## src/rtl/instruction_fetcher_pkg.sv

```systemverilog
`default_nettype none
// +--------------------------------------------------------------------------+
// | instruction_fetcher_pkg : shared FSM encodings and buffer sizing          |
// | Build option: INS_PREFETCH_EN selects a 2-entry buffer (default 1).       |
// | Rev 1.0                                                                   |
// +--------------------------------------------------------------------------+
package instruction_fetcher_pkg;

  localparam logic [1:0] IF_IDLE    = 2'd0;
  localparam logic [1:0] IF_REQ     = 2'd1;
  localparam logic [1:0] IF_DISCARD = 2'd2;

`ifdef INS_PREFETCH_EN
  localparam int IF_DEPTH = 2;
`else
  localparam int IF_DEPTH = 1;
`endif

  localparam int IF_CNT_W = $clog2(IF_DEPTH + 1);
  // Pointer kept at least one bit wide so the single-entry build still has a real index
  localparam int IF_PTR_W = (IF_DEPTH > 1) ? $clog2(IF_DEPTH) : 1;

endpackage
`default_nettype wire

```

## src/rtl/instruction_fetcher_ins_buffer.sv

```systemverilog
`default_nettype none
// +--------------------------------------------------------------------------+
// | ins_buffer : circular {pc, ins} buffer with push/pop/clear                |
// | Rev 1.0                                                                   |
// +--------------------------------------------------------------------------+
module ins_buffer
  import instruction_fetcher_pkg::*;
#(
  parameter int DATA_WIDTH = 8,
  parameter int INS_WIDTH  = 8
) (
  input  logic                  clk,
  input  logic                  rst,
  input  logic                  i_push,
  input  logic [DATA_WIDTH-1:0] i_push_pc,
  input  logic [INS_WIDTH-1:0]  i_push_ins,
  input  logic                  i_pop,
  input  logic                  i_clear,
  output logic [IF_CNT_W-1:0]   o_count,
  output logic                  o_valid,
  output logic [DATA_WIDTH-1:0] o_head_pc,
  output logic [INS_WIDTH-1:0]  o_head_ins
);

  localparam int SLOTS = 2 ** IF_PTR_W;

  logic [DATA_WIDTH-1:0] r_pc_mem  [SLOTS];
  logic [INS_WIDTH-1:0]  r_ins_mem [SLOTS];
  logic [IF_PTR_W-1:0]   r_wr_ptr;
  logic [IF_PTR_W-1:0]   r_rd_ptr;
  logic [IF_CNT_W-1:0]   r_count;
  logic                  w_do_push;
  logic                  w_do_pop;

  function automatic logic [IF_PTR_W-1:0] ptr_inc(input logic [IF_PTR_W-1:0] p);
    return (p == IF_PTR_W'(IF_DEPTH - 1)) ? '0 : p + IF_PTR_W'(1);
  endfunction

  // Clear wins over push and pop: a flushed cycle neither stores nor retires
  assign w_do_push = i_push && !i_clear;
  assign w_do_pop  = i_pop && (r_count != '0) && !i_clear;

  always_ff @(posedge clk) begin
    if (rst || i_clear) begin
      r_wr_ptr <= '0;
      r_rd_ptr <= '0;
      r_count  <= '0;
    end else begin
      if (w_do_push) r_wr_ptr <= ptr_inc(r_wr_ptr);
      if (w_do_pop)  r_rd_ptr <= ptr_inc(r_rd_ptr);
      case ({w_do_push, w_do_pop})
        2'b10:   r_count <= r_count + IF_CNT_W'(1);
        2'b01:   r_count <= r_count - IF_CNT_W'(1);
        default: r_count <= r_count;
      endcase
    end
  end

  always_ff @(posedge clk) begin
    if (w_do_push) begin
      r_pc_mem[r_wr_ptr]  <= i_push_pc;
      r_ins_mem[r_wr_ptr] <= i_push_ins;
    end
  end

  assign o_count    = r_count;
  assign o_valid    = (r_count != '0);
  assign o_head_pc  = o_valid ? r_pc_mem[r_rd_ptr]  : '0;
  assign o_head_ins = o_valid ? r_ins_mem[r_rd_ptr] : '0;

endmodule
`default_nettype wire

```

## src/rtl/instruction_fetcher.sv

```systemverilog
`default_nettype none
// +--------------------------------------------------------------------------+
// | instruction_fetcher : single-outstanding fetch stage feeding the decoder  |
// | Build option: INS_PREFETCH_EN (prefetch while an instruction waits).      |
// | Rev 1.0                                                                   |
// +--------------------------------------------------------------------------+
module instruction_fetcher
  import instruction_fetcher_pkg::*;
#(
  parameter int DATA_WIDTH = 8,
  parameter int INS_WIDTH  = 8
) (
  input  logic                  clk,
  input  logic                  rst,
  input  logic [DATA_WIDTH-1:0] i_pc,
  input  logic                  i_flush,
  output logic                  o_pc_inc,
  output logic                  o_imem_req,
  output logic [DATA_WIDTH-1:0] o_imem_addr,
  input  logic                  i_imem_ack,
  input  logic [INS_WIDTH-1:0]  i_imem_data,
  output logic                  o_ins_valid,
  output logic [INS_WIDTH-1:0]  o_ins,
  output logic [DATA_WIDTH-1:0] o_ins_pc,
  input  logic                  i_ins_ready
);

  logic [1:0]            r_state;
  logic [1:0]            w_next_state;
  logic                  r_req;
  logic [DATA_WIDTH-1:0] r_addr;
  logic [DATA_WIDTH-1:0] r_tgt;
  logic                  r_tgt_valid;
  logic                  w_launch;
  logic                  w_use_tgt;
  logic                  w_push;
  logic [DATA_WIDTH-1:0] w_launch_addr;
  logic [IF_CNT_W-1:0]   w_count;

  always_ff @(posedge clk) begin
    if (rst) r_state <= IF_IDLE;
    else     r_state <= w_next_state;
  end

  always_comb begin
    w_next_state = r_state;
    case (r_state)
      IF_IDLE:    if (w_launch) w_next_state = IF_REQ;
      IF_REQ: begin
        if (i_imem_ack)   w_next_state = IF_IDLE;
        else if (i_flush) w_next_state = IF_DISCARD;
      end
      IF_DISCARD: if (i_imem_ack) w_next_state = IF_IDLE;
      default:    w_next_state = IF_IDLE;
    endcase
  end

  // A jump in the launch cycle overrides a stale saved target: i_pc already is the newest target
  always_comb begin
    w_launch      = !rst && (r_state == IF_IDLE) && (w_count < IF_CNT_W'(IF_DEPTH));
    w_use_tgt     = r_tgt_valid && !i_flush;
    w_launch_addr = w_use_tgt ? r_tgt : i_pc;
    o_pc_inc      = w_launch && !w_use_tgt;
    w_push        = (r_state == IF_REQ) && i_imem_ack && !i_flush;
  end

  always_ff @(posedge clk) begin
    if (rst) begin
      r_req       <= 1'b0;
      r_addr      <= '0;
      r_tgt       <= '0;
      r_tgt_valid <= 1'b0;
    end else begin
      r_req <= (w_next_state != IF_IDLE);
      if (w_launch) begin
        r_addr      <= w_launch_addr;
        r_tgt_valid <= 1'b0;
      end else if (i_flush) begin
        r_tgt       <= i_pc;
        r_tgt_valid <= 1'b1;
      end
    end
  end

  assign o_imem_req  = r_req;
  assign o_imem_addr = r_addr;

  ins_buffer #(
    .DATA_WIDTH (DATA_WIDTH),
    .INS_WIDTH  (INS_WIDTH)
  ) u_ins_buffer (
    .clk        (clk),
    .rst        (rst),
    .i_push     (w_push),
    .i_push_pc  (r_addr),
    .i_push_ins (i_imem_data),
    .i_pop      (i_ins_ready),
    .i_clear    (i_flush),
    .o_count    (w_count),
    .o_valid    (o_ins_valid),
    .o_head_pc  (o_ins_pc),
    .o_head_ins (o_ins)
  );

endmodule
`default_nettype wire

```

## config.mk

```make
export PLATFORM = sky130hd
export DESIGN_NAME = instruction_fetcher
export DESIGN_NICKNAME = d
export VERILOG_FILES = /design/src/rtl/instruction_fetcher_pkg.sv /design/src/rtl/instruction_fetcher_ins_buffer.sv /design/src/rtl/instruction_fetcher.sv
export SDC_FILE = /design/constraint.sdc
export NUM_CORES = 1
export LEC_CHECK = 0
export CORE_UTILIZATION = 40
export CTS_CLUSTER_SIZE = 28
export DETAILED_ROUTE_END_ITERATION = 6
export PLACE_DENSITY = 0.68
export SLEW_MARGIN = 20
export SYNTH_ARGS = -nofsm -noshare
export SYNTH_HDL_FRONTEND = slang
export SYNTH_SLANG_ARGS = --single-unit
```

## constraint.sdc

```tcl
create_clock -name clk -period 1.59 [get_ports clk]
set_input_delay 0.318 -clock clk [delete_from_list [all_inputs] [get_ports clk]]
set_output_delay 0.318 -clock clk [all_outputs]
set_load 0.05 [all_outputs]
```

# [Word-level counts from Yosys, hierarchy flattened]
# Memory sizes are Yosys's and may differ from the RTL's. A register that Yosys moved wholly into a read port is not among the register bits.
# Cells that the tools add are included.
[totals] ff_bits=23 ram_bits=32 in_bits=21 n_memories=2
[memory_table] memory="u_ins_buffer.r_ins_mem" depth=2 width=8 read_ports=1 rd_ports_with_merged_regs=1 write_ports=1 line="instruction_fetcher_ins_buffer.sv:28" source="logic [INS_WIDTH-1:0] r_ins_mem [SLOTS];"
[memory_table] memory="u_ins_buffer.r_pc_mem" depth=2 width=8 read_ports=1 rd_ports_with_merged_regs=1 write_ports=1 line="instruction_fetcher_ins_buffer.sv:27" source="logic [DATA_WIDTH-1:0] r_pc_mem [SLOTS];"
[op_classes] addsub=4 order_cmp=1 n_eq_ne=4 muxes=17 n_bitwise=1 reduce_logical=18
[ops] operator="$mux 8" n=3
[ops] operator="$logic_and 1x1->1" n=9
[ops] operator="$mux 1" n=8
[ops] operator="$mux 2" n=4
[ops] operator="$pmux 2 s3" n=1
[ops] operator="$eq 2x1->1 const B" n=2
[ops] operator="$eq 2x2->1 const B" n=2
[ops] operator="$reduce_bool 2->1" n=2
[ops] operator="$add 1x1->1 const B" n=3
[ops] operator="$logic_not 1->1" n=3
[ops] operator="$logic_not 2->1" n=1
[ops] operator="$pmux 1 s2" n=1
[ops] operator="$reduce_and 2->1" n=1
[ops] operator="$reduce_or 2->1" n=1
[ops] operator="$logic_or 1x1->1" n=1
[ops] operator="$lt 1x1->1 const B" n=1
[ops] operator="$not 1->1" n=1
[ops] operator="$sub 1x1->1 const B" n=1

# [Longest topological paths before layout]
# Gate-level depths: netlist (run 1).
[depth] word_depth=6 ltp_mapped=5 ltp_nobuf=3

# [By module]
# A second synthesis (run 1) with hierarchy kept.
[unflattened] hier_cells=131 hier_area_um2=1560.2
[by_module_without_submodules] module="instruction_fetcher" instances=1 cells_each=92 area_per_inst_um2=909.6 seq_area_each_um2=400.4
[by_module_without_submodules] module="ins_buffer" instances=1 cells_each=39 area_per_inst_um2=650.6 seq_area_each_um2=500.5

# [Least setup slack after synthesis (run 1)]
# OpenSTA, ideal clock, no wires.
[synth_timing] path_kind="register to output" from="reg u_ins_buffer.r_count, in the netlist u_ins_buffer.o_count" to="out o_pc_inc" arrival_ps=1902 required_ps=1272 setup_slack_ps=-630 stages_incl_launch_ff=4 path_buffers=1 path_cell_list="dfxtp_1 > or4_1 > buf_6 > nor2b_1"
[synth_via] elab_chain_len=3
[synth_lines] item="from (decl)" line="instruction_fetcher_ins_buffer.sv:31" source="logic [IF_CNT_W-1:0] r_count;"
[synth_lines] item="from (signal assigned)" line="instruction_fetcher_ins_buffer.sv:52" source="2'b10: r_count <= r_count + IF_CNT_W'(1);"
[synth_lines] item="from (signal assigned)" line="instruction_fetcher_ins_buffer.sv:53" source="2'b01: r_count <= r_count - IF_CNT_W'(1);"
[synth_lines] item="from (signal assigned)" line="instruction_fetcher_ins_buffer.sv:54" source="default: r_count <= r_count;"
[synth_lines] item="$lt 1x1->1" line="instruction_fetcher.sv:60" source="w_launch = !rst && (r_state == IF_IDLE) && (w_count < IF_CNT_W'(IF_DEPTH));"
[synth_lines] item="$logic_and 1x1->1" line="instruction_fetcher.sv:60"
[synth_lines] item="$logic_and 1x1->1" line="instruction_fetcher.sv:63" source="o_pc_inc = w_launch && !w_use_tgt;"
[synth_lines] item="to (decl)" line="instruction_fetcher.sv:17" source="output logic o_pc_inc,"
# No other way between the ends.

# [Worst setup path in the final report (run 1)]
# Ends and elaborated chain as after synthesis.

==> flow_metrics.py, run 1 <==
metrics = {
    "setup_path": {
        "endpoint": "o_pc_inc",
        "cp-startpoint": "u_ins_buffer.o_count$_SDFFE_PP0P_",
        "r2r_cells": 4,
        "crit_path_max_incr_delay_ns": 0.53,
        "r2r_slack_ns": 0.15,
        "crit_family": "simple AND/OR/NAND/NOR gates",
        "cp.required_ns": 1.27,
        "critical_path_depth": 3,
        "r2r-end": "o_imem_addr[2]$_SDFFE_PP0P_",
        "crit_buf_inv": 1,
        "cp.arrival_ns": 1.44,
        "crit_type": "reg2out",
        "r2r_start": "u_ins_buffer.o_count$_SDFFE_PP0P_",
        "crit_fanout": 2,
        "start_kind": "flip-flop",
        "worstPathCellList": "or4_4 -> nor2b_4 -> buf_12",
        "end_kind": "output pin",
        "cp_slowest_cell": "or4_4",
    },
    "cells_and_area": {
        "synthToLayoutAreaGrowth_pct": 57.5,
        "final_common_cell": "buf_12",
        "antenna_cells": 0,
        "final_net_count": 207,
        "drive_gt1_frac": 0.374,
        "layout_common_cells": "buf_12, clkdlybuf4s50_1, dfxtp_1",
        "utilization": 0.658,
    },
    "clocking": {
        "hold_buffers": 0,
        "cts_tree": "built",
        "h-tree-depth": 2,
        "cts_buffers": 5,
        "cts_buffer_depth": 2,
        "clockRootBuffer": "clkbuf_8",
        "clkSlewWorstSetupHoldPaths_ns": 0.07,
        "clock_sinks": 37,
        "post_cts_buffers": 0,
        "clk_latency_ns": 0.28,
    },
    "power_and_ir_drop": {
        "peakVddDrop_mv": 0.648,
        "power.total_uw": 2140,
        "power_density_nw_per_um2": 883,
        "leakage_uw": 0.000970,
    },
    "route": {
        "wl_per_cell_um": 13.1,
        "drtIter0Drc": 18,
        "drc": 0,
        "dr.pass1.iters": 4,
        "drt-total-wl_um": 3070,
        "vias": 1123,
        "vias_per_cell": 4.78,
        "postRouteAntennaNets": 0,
    },
    "grt": {
        "grt_pass1_vias": 1110,
        "grt_pass1_wl_um": 5290,
        "grt_max_degree": 26,
        "gr-total-overflow": 0,
        "antenna_found_initial": 0,
        "grtUsageTotal": 0.169,
    },
    "yosys": {
        "yosysSeqAreaShare": 0.584,
        "synth_top_cell_area_share": 0.312,
        "ys_types": 27,
        "yosysWarnings": 0,
        "netlist_area_um2": 1540,
        "synth-seq-cells": 37,
        "yosysTopAreaCell": "edfxtp_1",
        "yosys-top-cells-area": "edfxtp_1, dfxtp_1, and2_1",
        "syn_inst": 130,
        "syn_avg_cell_area_um2": 11.9,
        "synthesis.nets": 151,
    },
    "hold_path": {
        "hp-class": "reg2reg",
    },
    "floorplan": {
        "fp-row-count": 22,
        "dieArea_um2": 4110,
        "core-area_um2": 3690,
        "fp.dieW_um": 64.1,
        "die_h_um": 64.1,
        "io_pins": 48,
        "start_util": 0.418,
    },
    "place": {
        "port_buffers": 47,
        "dp_hpwl_um": 2390,
        "gp_congestion": 0.729,
    },
    "sta": {
        "worst_slack_ns": -0.165,
        "fin_crit_sh": 1.10,
        "grt_setup_unrepaired": "yes",
        "hold_viol_final": 0,
        "drv_slew": 0,
        "slew_headroom": 0.797,
        "fmax_mhz": 570,
        "finalClockSkew_ns": 0.00508,
        "finalSetupViolations": 1,
        "tightest_slew_ns": 0.305,
        "fin_setup_tns_ns": -0.165,
        "period_minus_slack_ns": 1.76,
    },
    "job": {
        "max_cap_viol_count": 0,
    },
    "outcome": {
        "violations": "setup timing",
        "status": "complete, but fails checks",
    },
}
==> cells by family after synthesis <==
| family | count (synthesis) | share of synthesized area |
|---|---|---|
| buffers and inverters | 10 | 0.0454 |
| AO/OA/AOI/OAI | 19 | 0.0990 |
| flip-flops | 37 | 0.584 |
| AND/OR/NAND/NOR | 55 | 0.213 |
| XOR/XNOR | 1 | 0.00568 |
| multiplexers | 8 | 0.0520 |
==> stage by stage <==
| step | setup slack (ns) | hold WS (ns) | std cells | cell area [um^2] |
|---|---|---|---|---|
| 6_report | -0.165 | 0.456 | 235 | 2430 |
| 5_1_grt | -0.208 | 0.473 | 235 | 2430 |
| 4_1_cts | -0.199 | 0.458 | 235 | 2430 |
| 3_5_place_dp | -0.340 | 0.448 | 227 | 2350 |
| 3_3_place_gp | -0.325 | 0.441 | 227 | 2350 |
| 2_1_floorplan | -0.00282 | 0.405 | 130 | 1570 |
==> worst min-delay path by stage <==
stage                               start                     to  slack (ns)  cells past startpoint
finish              r_tgt[5]$_SDFFE_PP0P_  r_tgt[5]$_SDFFE_PP0P_        0.46                      2
global route        r_tgt[3]$_SDFFE_PP0P_  r_tgt[3]$_SDFFE_PP0P_        0.47                      2
CTS                 r_tgt[5]$_SDFFE_PP0P_  r_tgt[5]$_SDFFE_PP0P_        0.46                      2
detailed placement  r_tgt[5]$_SDFFE_PP0P_  r_tgt[5]$_SDFFE_PP0P_        0.45                      2
global placement    r_tgt[1]$_SDFFE_PP0P_  r_tgt[1]$_SDFFE_PP0P_        0.44                      2
floorplan                      i_imem_ack  r_state[1]$_SDFF_PP0_        0.40                      1
==> timing repair <==
| item | CTS | global route |
|---|---|---|
| endpoints found under the setup margin | 11 | 1 |
| cloned | 0 | 0 |
| gates resized for setup | 1 | 0 |
| pin swaps | 1 | 1 |
==> final cells by class <==
| cell class | count | area, um^2 |
|---|---|---|
| Multi-Input combinational cell | 83 | 594 |
| Fill cell | 304 | 1260 |
| Timing Repair Buffer | 58 | 785 |
| Tap cell | 48 | 60.1 |
| Sequential cell | 37 | 906 |
| Clock buffer | 8 | 80.1 |
| Inverter | 1 | 3.75 |
==> worst register-to-register path, stage by stage, from the launching register on <==
cell	delay, ns
dfxtp_4	0.34
or4_4	0.53
buf_4	0.25
nand3b_1	0.15
o21ai_2	0.06
==> registers in the layout (all words and copies together) (netlist names) <==
| name | flops |
|---|---|
| o_imem_addr | 8 |
| o_imem_req | 1 |
| r_state | 2 |
| r_tgt | 8 |
| r_tgt_valid | 1 |
| u_ins_buffer.o_count | 1 |
| u_ins_buffer.r_ins_mem | 8 |
| u_ins_buffer.r_pc_mem | 8 |
==> cells in the mapped netlist <==
cell	count
or2_2	1
xnor2_1	1
buf_12	1
inv_1	1
o21ai_2	8
nor3_1	2
and2_1	16
nor3b_1	1
dfxtp_1	21
o41ai_4	1
or4_1	1
nand3_1	8
buf_2	1
buf_6	2
nor2b_1	2
nand2_1	8
nand2b_1	2
clkbuf_1	5
edfxtp_1	16
a211oi_1	1
a21oi_1	8
nor2_1	4
o21bai_1	1
nand3b_1	7
mux2i_1	8
nand3b_2	2
and4bb_2	1
==> power by group <==
part           switching [uW]  internal (uW)
clock network             294            311
registers                38.3           1050
logic                     235            213
total                     568           1580
==> layer usage <==
layer | wire [um] | part of all wire | global-route usage | vias up
li1 | - | - | - | 565
met3 | 194 | 0.063 | 0.0518 | 2
met1 | 1390 | 0.45 | 0.213 | 517
met5 | 0 | 0 | 0 | -
met4 | 18 | 0.0059 | 0.0511 | 0
met2 | 1460 | 0.48 | 0.277 | 39
Power figures use the tool's default switching activity.
==> run 2, diff against run 1 <==
Settings changed: HOLD_SLACK_MARGIN from default to 0.02.
==> results of run 2 <==
Same layout as run 1: the final DEF is identical, and so are final timing and power.
==> variant 1 (flow settings as in run 1) <==
The option `INS_PREFETCH_EN` is turned on by a define.
--- a/src/rtl/instruction_fetcher_pkg.sv
+++ b/src/rtl/instruction_fetcher_pkg.sv
@@ -6,2 +6,4 @@
 // +--------------------------------------------------------------------------+
+`define INS_PREFETCH_EN
+
 package instruction_fetcher_pkg;
Behaviour: not the same (Yosys sat finds a counterexample within 4 cycles, from zero or initial values and one cycle with rst high).
==> variant 1 against run 1 <==
Worst setup slack worse by 0.041 ns. The run still ends with negative setup slack left. Total power is 60% higher. Sequential power is 53% higher. Cell area is 57% higher. Sequential cell count is 20 higher. Synthesized area is 50% higher. Hold slack worse by 0.0038 ns. Register-to-register slack worse by 0.23 ns. Critical endpoint unchanged. Clock skew is 0.0018 ns higher. Core utilization is 2.9 points higher. Clock power is 100% higher. Wire length is 53% higher.
==> variant 1: results (changes against run 1) <==
* End of the worst hold path: r_tgt[1]
- The endpoint identified for the worst register-to-register timing path is u_ins_buffer.o_count[1].
- The total clock buffers created by CTS was 9 (+4).
* Result of the run: complete, but fails checks
- Area of placed instances: 3300 um^2 (+40%)
- Share of cells above drive strength 1: 45.3% (+7.9 points)
- Worst hold slack: 0.453 ns (-0.00380 ns)
* Final worst slack: -0.207 ns (-0.0414 ns)
* Vias per std cell: 4.86 (+1.8%)
* Startpoint of the most critical register-to-register path: r_state[0]
* Fill cells: 421 (+38%)
* Gp weighted congestion: 0.711 (-2.5%)
- Setup TNS: -1.91 ns (-1.75 ns)
- Violated checks: negative setup slack
- The total setup violations reported at the end of the flow was 19 (+18).
* Launching element of the worst setup path: r_state[0]
- Number of enable-type register cells in the synthesized netlist: 32 (+16)
* Total nets after synthesis: 206 (+36%)
- Worst skew pair latency: 0.32 ns (+0.04 ns)
- M2 GR Usage: 28.6% (+0.94 points)
- HPWL reported at the end of detailed placement: 2.92 mm (+22%)
- Worst Min Path Start: r_tgt[1]
- The arrival time of the worst setup path is 1.48 ns (+0.04 ns).
* Wire length of the first global-routing pass: 7.73 mm (+46%)
* H-Tree Level Count: 3 (+1)
* Leakage power of the design: 0.00138 uW (+42%)
* Most used DFF post-synth: sky130_fd_sc_hd__edfxtp_1
* Placeable core region: 5540 um^2 (+50%)
- Sorting the synthesized cells by how often they occur yields 32 x sky130_fd_sc_hd__edfxtp_1, 25 x sky130_fd_sc_hd__dfxtp_1, 24 x sky130_fd_sc_hd__mux2i_1.
- Sequential-to-total area share from yosys stat: 63.0% (+4.6 points)
- Overall track demand over capacity in global routing: 17.2% (+0.27 points)
* Detailed Route Iter0 Violations: 52 (+34)
* DP Worst Slack: -0.445 ns (-0.105 ns)
- The global-route met3 utilization was 3.84% (-1.3 points).
- Share of Yosys cell area claimed by the top area cell type: 41.4% (+10 points)
[variant 1: cell types whose count changed after synthesis, sizes merged, moves of 3 or more]
cell    change
edfxtp     +16
dfxtp       +4
nor3        +3
nor2       +19
and2       -15
mux2i      +16
[variant 1: timing repair]
action,4_1_cts,5_1_grt
gates cloned,3,0
gates resized for setup,47,17
pin swaps,10,1
setup buffers,2,1
setup endpoints to repair,19,25
[variant 1: cell families (layout without fill, tap and decap cells)]
logic type / count (synthesis) / count (layout) / synth area share (%)
and+or+nand+nor: 62 / 62 / 14.2
DFF: 57 / 57 / 63.0
adders and majority gates: 1 / 1 / 0.539
buffers and inverters: 14 / 88 / 3.07
xor gates and xnor gates: 4 / 4 / 1.51
AOI/OAI and AO/OA: 22 / 22 / 7.34
muxes: 24 / 24 / 10.4
[variant 1: worst max-delay path, delay by kind of cell, from the launching register on]
family | cells | cell delay (ns)
AND/OR/NAND/NOR | 2 | 0.68
buffers and inverters | 1 | 0.14
flip-flops | 1 | 0.34
[variant 1: area by class of cell]
type                       count  area share, %
clock buffer                  15           3.85
clock inverter                 1          0.789
inverter                       3          0.362
multi-input combinational    113           28.0
sequential                    57           38.7
tap                           72           2.37
timing repair buffer          69           25.9
[variant 1: layer usage]
layer  share of wire (%)  wire (um)  up-vias
li1                    -          -      800
met1                  44       2070      761
met2                  51       2390       36
met3                 3.0        141        8
met4                 1.9         89        0
met5                   0          0        -
[variant 1: power by group through the flow]
| stage | clock network [uW] | registers [uW] | logic, uW |
|---|---|---|---|
| 6_report | 1230 | 1670 | 535 |
| 5_1_grt | 1340 | 1680 | 566 |
| 3_5_place_dp | 0 | 1700 | 500 |
| 3_3_place_gp | 0 | 1700 | 494 |
| 2_1_floorplan | 0 | 1770 | 190 |
| 4_1_cts | 1270 | 1670 | 533 |
[variant 1: metrics by stage]
| step | std cells | utilization (%) |
|---|---|---|
| floorplan | 184 | - |
| global placement | 309 | 59.5 |
| detailed placement | 309 | 59.5 |
| global route | 330 | 68.7 |
| finish | 330 | 68.7 |
| CTS | 330 | 67.3 |
[variant 1: worst max-delay path by stage]
stage / to / slack [ns] / depth (start not counted)
finish: o_pc_inc / -0.21 / 3
global route: o_pc_inc / -0.26 / 3
CTS: o_pc_inc / -0.23 / 3
detailed placement: u_ins_buffer.o_count[1] / -0.45 / 7
global placement: u_ins_buffer.o_count[1] / -0.40 / 7
floorplan: u_ins_buffer.o_count[1] / -0.07 / 7
==> variant 2 (flow settings as in run 1) <==
Without the edit above. Make the reset (`rst`) asynchronous in 2 clocked blocks.
--- a/src/rtl/instruction_fetcher.sv
+++ b/src/rtl/instruction_fetcher.sv
@@ -39,3 +39,3 @@
 
-  always_ff @(posedge clk) begin
+  always_ff @(posedge clk or posedge rst) begin
     if (rst) r_state <= IF_IDLE;
@@ -66,3 +66,3 @@
 
-  always_ff @(posedge clk) begin
+  always_ff @(posedge clk or posedge rst) begin
     if (rst) begin
Function: differs if rst is asserted again (counterexample within 4 cycles, from zero or initial values and one cycle with rst high); with rst held inactive, the same outputs for 10 cycles.
==> variant 2 against run 1 <==
The run still ends with negative setup slack left. Synthesized area decreased by 0.65%. Count of clock-buffer cells in the layout decreased by 2. Synthesized cell count decreased by 17%. Sequential cell count unchanged. Global-route usage increased by 0.23 points. Cell area increased by 3.1%. Worst setup slack improved by 0.075 ns. Via count decreased by 9.7%. Wire length decreased by 1.6%. Non-clock buffer count unchanged. Critical path type unchanged.
Power is not compared: it rests on default switching activity, and its combinational part moved more than twofold at a synthesized area within 25%.
==> variant 2: results (changes against run 1) <==
- Finished layout cell area: 2500 um^2 (+3.1%)
- Total power after layout: around 3000 uW
- Sequential-to-total area share from yosys stat: 65.4% (+6.9 points)
- Number of vias in the routed layout: 1,014 (-9.7%)
- The startpoint identified for the worst register-to-register timing path is r_state[1].
- The via count of the first global-routing pass is 1,064 (-4.1%).
* Overall track demand over capacity in global routing: 17.1% (+0.23 points)
- Count of cell types in the netlist: 25 (-7.4%)
- The worst setup margin was -0.0900 ns (+0.0751 ns).
- The worst-case clock skew is 0.00294 ns (-0.00213 ns).
- The worst hold path belongs to the class in -> async.
- The amount of wire on met3 after detailed routing is 196 um (+1.0%).
* Total length of routed met2 wires: 1.50 mm (+2.3%)
- The cell count after placement is 210 (-7.5%).
* Result of the run: complete, but fails checks
- The weighted congestion reported at the end of routability-driven placement came to 0.775 (+6.4%).
* Number of nets in the finished design: 190 (-8.2%)
- Resize count post-CTS: 5 (+4)
- Gate count after technology mapping: 108 (-17%)
* Setup violators final: 9 (+8)
- The final reports fail on negative setup slack.
- CP max stage delay: 0.43 ns (-0.10 ns)
- The post-synthesis mux area share was 13.1% (+7.9 points).
- The ratio of cells with drive above 1 in the final layout was 34.1% (-3.3 points).
- R2R setup slack: -0.03 ns (-0.18 ns)
- Commonest cells in the netlist: 20 x sky130_fd_sc_hd__dfrtp_1, 17 x sky130_fd_sc_hd__and2_1, 16 x sky130_fd_sc_hd__edfxtp_1
- The area share of xor/xnor cells in the synthesized design came to 1.14% (+0.58 points).
- Detailed-routing wirelength on met1: 1.27 mm (-9.0%)
- The maximum fanout along the worst path came to 4 (+2).
- The worst register-to-register path ends at r_tgt[4].
- GR Util met3: 4.46% (-0.71 points)
- The async set or reset register ratio after synthesis came to 54.1% (+54 points).
- The total length of routed wires came to 3.02 mm (-1.6%).
- The proportion of netlist area held by the largest area contributor came to 32.7% (+1.5 points).
* M2 GR Usage: 29.1% (+1.5 points)
variant 2: cell types whose count changed in the layout (fill, tap and decap cells not counted), moves of 3 or more:
cell and change:
sky130_fd_sc_hd__and2_1 +10, sky130_fd_sc_hd__o21ai_2 -8, sky130_fd_sc_hd__dfxtp_1 -19, sky130_fd_sc_hd__and2_2 -10
sky130_fd_sc_hd__mux2_4 +8, sky130_fd_sc_hd__nand3b_1 -6, sky130_fd_sc_hd__dfrtp_1 +20, sky130_fd_sc_hd__nand3_1 -8
sky130_fd_sc_hd__clkbuf_1 -3, sky130_fd_sc_hd__buf_4 -5, sky130_fd_sc_hd__o21ai_0 +9, sky130_fd_sc_hd__buf_12 +3
sky130_fd_sc_hd__a21oi_1 -7
variant 2: cell type report:
class	instances	share of cell area [%]
clock buffers	6	3.30
clock inverters	2	0.350
inverters	2	0.300
multi-input cells	65	20.5
flip-flops and latches	37	40.0
well taps	48	2.40
repair buffers	58	33.1
